## src/rtl/d_ff_shift_reg.sv

```systemverilog
// Purpose : WIDTH-bit register bank with true/complement outputs, 8 single-cycle
//           operations (hold/shift/rotate/load/preset/invert) and an autonomous burst-shift engine.
// Latency : 1 cycle for every operation; a burst of N shifts keeps busy high for N cycles, then pulses done.
// Backpres: none; while busy, start/en/mode/d/burst_* are ignored. A start in the done cycle is accepted.
//
// Ports:
//   clk, rstn             rising-edge clock, asynchronous active-low reset
//   en, mode, d, si       single-cycle operation enable, select, load data, serial in
//   start, burst_len,     burst request, shift count (0 = immediate done),
//   burst_dir             direction (0 = left, 1 = right)
//   q, q_bar, so          register, its registered complement, last bit shifted/rotated out
//   busy, done            burst in progress, one-cycle completion pulse
module d_ff_shift_reg #(
    parameter int              WIDTH     = 8,
    parameter logic [WIDTH-1:0] RESET_VAL = '0,
    parameter int              CNT_W     = 4
) (
    input  logic             clk,
    input  logic             rstn,
    input  logic             en,
    input  logic [2:0]       mode,
    input  logic [WIDTH-1:0] d,
    input  logic             si,
    input  logic             start,
    input  logic [CNT_W-1:0] burst_len,
    input  logic             burst_dir,
    output logic [WIDTH-1:0] q,
    output logic [WIDTH-1:0] q_bar,
    output logic             so,
    output logic             busy,
    output logic             done
);

    typedef enum logic [0:0] {
        IDLE  = 1'b0,
        BURST = 1'b1
    } state_t;

    state_t           state;
    logic [CNT_W-1:0] cnt;
    logic             dir_r;

    logic [WIDTH-1:0] q_nxt;
    logic             so_nxt;

    // Next value of the data path. q_bar is loaded from ~q_nxt on the same edge
    // so the two can never disagree.
    always_comb begin
        q_nxt  = q;
        so_nxt = so;
        if (state == BURST) begin
            if (dir_r) begin
                q_nxt  = {si, q[WIDTH-1:1]};
                so_nxt = q[0];
            end else begin
                q_nxt  = {q[WIDTH-2:0], si};
                so_nxt = q[WIDTH-1];
            end
        end else if (!start && en) begin
            // Any start request in IDLE takes priority over the mode operation.
            case (mode)
                3'b001: begin
                    q_nxt  = {q[WIDTH-2:0], si};
                    so_nxt = q[WIDTH-1];
                end
                3'b010: begin
                    q_nxt  = {si, q[WIDTH-1:1]};
                    so_nxt = q[0];
                end
                3'b011: begin
                    q_nxt  = {q[WIDTH-2:0], q[WIDTH-1]};
                    so_nxt = q[WIDTH-1];
                end
                3'b100: begin
                    q_nxt  = {q[0], q[WIDTH-1:1]};
                    so_nxt = q[0];
                end
                3'b101:  q_nxt = d;
                3'b110:  q_nxt = RESET_VAL;
                3'b111:  q_nxt = ~q;
                default: q_nxt = q;
            endcase
        end
    end

    always_ff @(posedge clk or negedge rstn) begin
        if (!rstn) begin
            q     <= RESET_VAL;
            q_bar <= ~RESET_VAL;
            so    <= 1'b0;
            busy  <= 1'b0;
            done  <= 1'b0;
            cnt   <= '0;
            dir_r <= 1'b0;
            state <= IDLE;
        end else begin
            q     <= q_nxt;
            q_bar <= ~q_nxt;
            so    <= so_nxt;
            done  <= 1'b0;
            case (state)
                IDLE: begin
                    if (start) begin
                        if (burst_len != '0) begin
                            cnt   <= burst_len;
                            dir_r <= burst_dir;
                            busy  <= 1'b1;
                            state <= BURST;
                        end else begin
                            done <= 1'b1;
                        end
                    end
                end
                BURST: begin
                    cnt <= cnt - CNT_W'(1);
                    // cnt==1 here means this edge performs the last shift.
                    if (cnt == CNT_W'(1)) begin
                        busy  <= 1'b0;
                        done  <= 1'b1;
                        state <= IDLE;
                    end
                end
                default: state <= IDLE;
            endcase
        end
    end

endmodule

```

## config.mk

```make
export PLATFORM = sky130hd
export DESIGN_NAME = d_ff_shift_reg
export DESIGN_NICKNAME = d
export VERILOG_FILES = /design/src/rtl/d_ff_shift_reg.sv
export SDC_FILE = /design/constraint.sdc
export NUM_CORES = 1
export LEC_CHECK = 0
export ABC_CLOCK_PERIOD_IN_PS = 4300
export CAP_MARGIN = 20
export CORE_MARGIN = 4
export CORE_UTILIZATION = 50
export CTS_CLUSTER_SIZE = 16
export DETAILED_ROUTE_END_ITERATION = 12
export GPL_TIMING_DRIVEN = 0
export PLACE_DENSITY = 0.81
export SLEW_MARGIN = 20
export SYNTH_ARGS = -nofsm -noshare
export SYNTH_HDL_FRONTEND = slang
export SYNTH_SLANG_ARGS = --single-unit
```

## constraint.sdc

```tcl
create_clock -name clk -period 4.3 [get_ports clk]
set_clock_uncertainty 0.05 [all_clocks]
set_input_delay 0.43 -clock clk [delete_from_list [all_inputs] [get_ports clk]]
set_output_delay 0.43 -clock clk [all_outputs]
set_load 0.05 [all_outputs]
```

# [Word-level counts from Yosys, hierarchy flattened]
# Index checks and enable logic that the tools add are counted.
[word_totals] elab_cells=57 reg_bits=25
[op_classes] reduce_logical=11 eq_ne=11 muxes=23 n_addsub=1 n_bitwise=3
[op_table] operator="8-bit case mux with 7 select lines" n=1
[op_table] operator="8-bit 2-to-1 mux" n=3
[op_table] operator="8-bit NOT" n=2
[op_table] operator="3-bit == test, second input constant" n=4
[op_table] operator="1-bit 2-to-1 mux" n=12
[op_table] operator="4-bit 2-to-1 mux" n=2
[op_table] operator="1-bit case mux with 2 select lines" n=4
[op_table] operator="4-bit case mux with 2 select lines" n=1
[op_table] operator="3-bit by 2-bit == test with 1-bit output, second input constant" n=2
[op_table] operator="3-bit AND reduction" n=2
[op_table] operator="4-bit by 1-bit == test with 1-bit output, second input constant" n=1
[op_table] operator="2-bit inequality test, second input constant" n=2
[op_table] operator="2-bit AND reduction" n=2
[op_table] operator="4-bit nonzero test" n=1
[op_table] operator="2-bit OR reduction" n=2
[op_table] operator="4-bit by 1-bit subtractor with 4-bit output, second input constant" n=1
[op_table] operator="3-bit by 1-bit == test with 1-bit output, second input constant" n=1
[op_table] operator="3-bit nonzero test" n=1
[op_table] operator="2-bit by 1-bit inequality test with 1-bit output, second input constant" n=1
[op_table] operator="2-bit nonzero test" n=1
[op_table] operator="1-bit logical AND" n=1
[op_table] operator="1-bit zero test" n=1
[op_table] operator="1-bit NOT" n=1

# [Depth between registers and ports, before layout]
[logic_depth] ltp_word=5 mapped_depth=6 mapped_depth_nobuf=4

# [Worst setup path after synthesis]
# OpenSTA, ideal clock, no wires.
[synth_path] kind="input to register" start="input port mode[1]" end="register so" setup_ns=0.128 t_required_ns=4.122 path_buffers=1 setup_slack_ns=2.581 arrival_time_ns=1.541 stages=5 path_cell_list="buf_6 or3_4 a21oi_2 or2b_1 mux2_1"
[synth_between] elab_chain_cells=5 word_cells_on_any_way=11
[synth_rtl] element="from (decl)" line="21" rtl="input logic [2:0] mode,"
[synth_rtl] element="3-bit == test (tied with other cells)" line="61" rtl="case (mode)"
[synth_rtl] element="2-bit OR reduction (no source line)"
[synth_rtl] element="1-bit case mux with 2 select lines" line="61"
[synth_rtl] element="1-bit 2-to-1 mux" line="59" rtl="end else if (!start && en) begin"
[synth_rtl] element="1-bit 2-to-1 mux" line="51" rtl="if (state == BURST) begin"
[synth_rtl] element="to (signal assigned)" line="99" rtl="so <= so_nxt;"
[synth_rtl] element="to (decl)" line="29" rtl="output logic so,"
# Parallel ways exist; a longest one is shown, timed or not. The select of a mux whose other input is x is not followed.
# A chain may end at the register's enable or synchronous reset.

==> impl_metrics.json <==
{
  "crit_fanout": 8,
  "core_um2": 3050,
  "tightest_slew_ns": 0.532,
  "ys_seq_area_share_pct": 39.9,
  "fin_crit_sh_pct": 51.8,
  "grt_use_total_pct": 20.0,
  "cts-root-buf": "clkbuf_4",
  "row_count": 20,
  "worstSetupEndpointType": "primary output",
  "relSlewSlack_pct": 64.5,
  "rsz0062_at_grt": "false",
  "ir_worst_vdd_mv": 0.319,
  "place.detailed.hpwl_um": 3010,
  "first_iter_violations": 47,
  "nNetsFinal": 222,
  "setup_slack_ns": 2.07,
  "finalHoldViolCount": 0,
  "fmax_mhz": 449,
  "r2r-end": "so",
  "wire_per_inst_um": 16.4,
  "stdcell_area_um2": 2050,
  "syn-cell-area_um2": 1590,
  "status": "completed",
  "cts_inserted_buffers": 3,
  "synth_area_leaders": "dfrtp_1 (27%), dfstp_2 (13%), a21oi_2 (3.9%)",
  "setup_viol": 0,
  "ys_warn_count": 0,
  "grt_max_degree": 26,
  "start_kind": "flop",
  "setup_tns_ns": 0,
  "drc": 0,
  "crit_path_cell_trace": "clkdlybuf4s50_1",
  "numPortBuffers": 38,
  "diodes": 0,
  "clk_path_buf_depth": 2,
  "clkSlewWorstSetupHoldPaths_ns": 0.14,
  "die_x_um": 64.4,
  "ff2ff_setup_slack_ns": 2.68,
  "timing.hold.ws_ns": 0.0250,
  "ys_seq_elements": 25,
  "rr_startpoint": "state",
  "vias": 1412,
  "syn_nets": 179,
  "firstDrtPassIters": 4,
  "utilization_pct": 67.1,
  "yosysTopAreaCell": "dfrtp_1",
  "ios": 40,
  "cp_data_arrival_time_ns": 1.75,
  "routed_wl_um": 3980,
  "cp_data_required_time_ns": 3.82,
  "insertion_delay_ns": 0.31,
  "grt_antenna_before_repair": 0,
  "p_total_mw": 1.54,
  "gp_congestion": 0.884,
  "syn_to_final_growth_pct": 28.7,
  "min_period_ns": 2.23,
  "cp_top_family": "buffers and inverters",
  "power_density_nw_per_um2": 751,
  "slowest_delay_ns": 0.88,
  "cts.sinks": 25,
  "hold_path_class": "input pin to async pin",
  "final-instance-count-excl-fill": 242,
  "vias_per_cell": 5.83,
  "die_area_um2": 4150,
  "cts_setup_buffers": 0,
  "h-tree-depth": 1,
  "layout-drive-gt1-share_pct": 19.7,
  "synth_cells": 156,
  "start_util_pct": 52.1,
  "dpl_cell_area_um2": 2030,
  "grt_overflow": 0,
  "antenna_left": 0,
  "dp_cells": 238,
  "p_leak_nw": 0.809,
  "post_cts_resized": 0,
  "finalMaxSlewViolations": 0,
  "cap_viol_max_count": 0,
  "path_buf_inv": 1,
  "grt_pass1_wl_um": 6620,
  "grt_pass1_vias": 1452,
  "cts_tree": "built",
  "syn_avg_cell_area_um2": 10.2,
  "synth_cell_types": 43,
  "reg2reg_depth": 4,
  "synth_top_area_share_pct": 26.7,
  "fp.dieH_um": 64.4,
  "cts_hold_buf": 0,
  "place_ws_ns": 2.03,
  "cp_slowest_cell": "clkdlybuf4s50_1",
  "crit_type": "flop to primary output"
}
synthesized netlist by cell type (all sizes together):
library cell  count
inv               3
dfrtp            17
nand2b            8
nand2             4
xnor2             2
a21boi            1
and3              1
buf               9
mux2i             4
a22oi             3
nor2              6
a221oi            6
a21oi            15
o211ai            1
nor4              1
nor2b             3
a221o             4
nand3             3
a21o              1
o21ai            14
a211oi            1
and2              1
o21a              4
or4               1
a31oi             5
and3b             4
dfstp             8
or2b              2
a41oi             1
clkbuf            2
o31ai             2
or3               1
nor3b             4
ha                2
mux2             11
or3b              1
routing by layer:
layer	up-vias	track usage (%)	wire, um
met4	0	7.65	39
met1	692	24.7	1750
met5	-	0	0
met2	46	36.0	2010
li1	670	-	-
met3	4	1.91	174
layout by cell type (no fill, tap or decap), types with 2 or more instances in the layout:
cell             instances
a21oi_1                  8
a21oi_2                  7
a221o_1                  4
a221oi_1                 6
a22oi_1                  3
a31oi_1                  5
and3b_1                  4
buf_2                    7
buf_6                    3
clkbuf_1                 3
clkbuf_4                 3
clkdlybuf4s50_1         37
dfrtp_1                 17
dfstp_2                  8
ha_1                     2
inv_1                    2
mux2_1                   5
mux2_2                   5
mux2i_1                  4
nand2_1                  4
nand2b_1                 8
nand3_1                  2
nor2_1                   6
nor2b_1                  3
nor3b_1                  4
o21a_1                   4
o21ai_0                  9
o21ai_1                  5
o31ai_1                  2
or2b_1                   2
xnor2_1                  2
cell families (layout without fill, tap and decap cells):
| group | count (synthesis) | after routing | synth area share, % |
|---|---|---|---|
| flip-flops | 25 | 25 | 39.9 |
| buffers and inverters | 14 | 56 | 5.19 |
| adder cells (fa/ha/maj) | 2 | 2 | 1.57 |
| multiplexers | 15 | 15 | 10.5 |
| XOR/XNOR | 2 | 2 | 1.10 |
| AO/OA/AOI/OAI | 58 | 58 | 25.2 |
| AND/OR/NAND/NOR | 40 | 40 | 16.4 |
power by group:
group	switching (mW)	leakage [nW]	internal, mW
clock network	0.0664	0.0150	0.0362
logic	0.565	0.503	0.383
registers	0.118	0.291	0.369
how the worst max path moves through the flow:
stage          startpoint    to  slack (ns)  depth (start not counted)
2_1_floorplan     mode[1]    so        2.58                          5
3_3_place_gp      mode[0]  flop        2.04                          6
3_5_place_dp      mode[0]  flop        2.03                          6
4_1_cts              flop  q[7]        2.06                          1
5_1_grt              flop  q[7]        2.03                          1
6_report             flop  q[7]        2.07                          1
cell type report:
| cell class | count | area, um^2 |
|---|---|---|
| clock buffer | 4 | 26.3 |
| inverter | 3 | 11.3 |
| tap | 44 | 55.1 |
| buffer | 11 | 71.3 |
| fill | 265 | 1000 |
| timing repair buffer | 38 | 375 |
| sequential | 25 | 636 |
| multi-input combinational | 117 | 873 |
(Power assumes the default switching activity.)
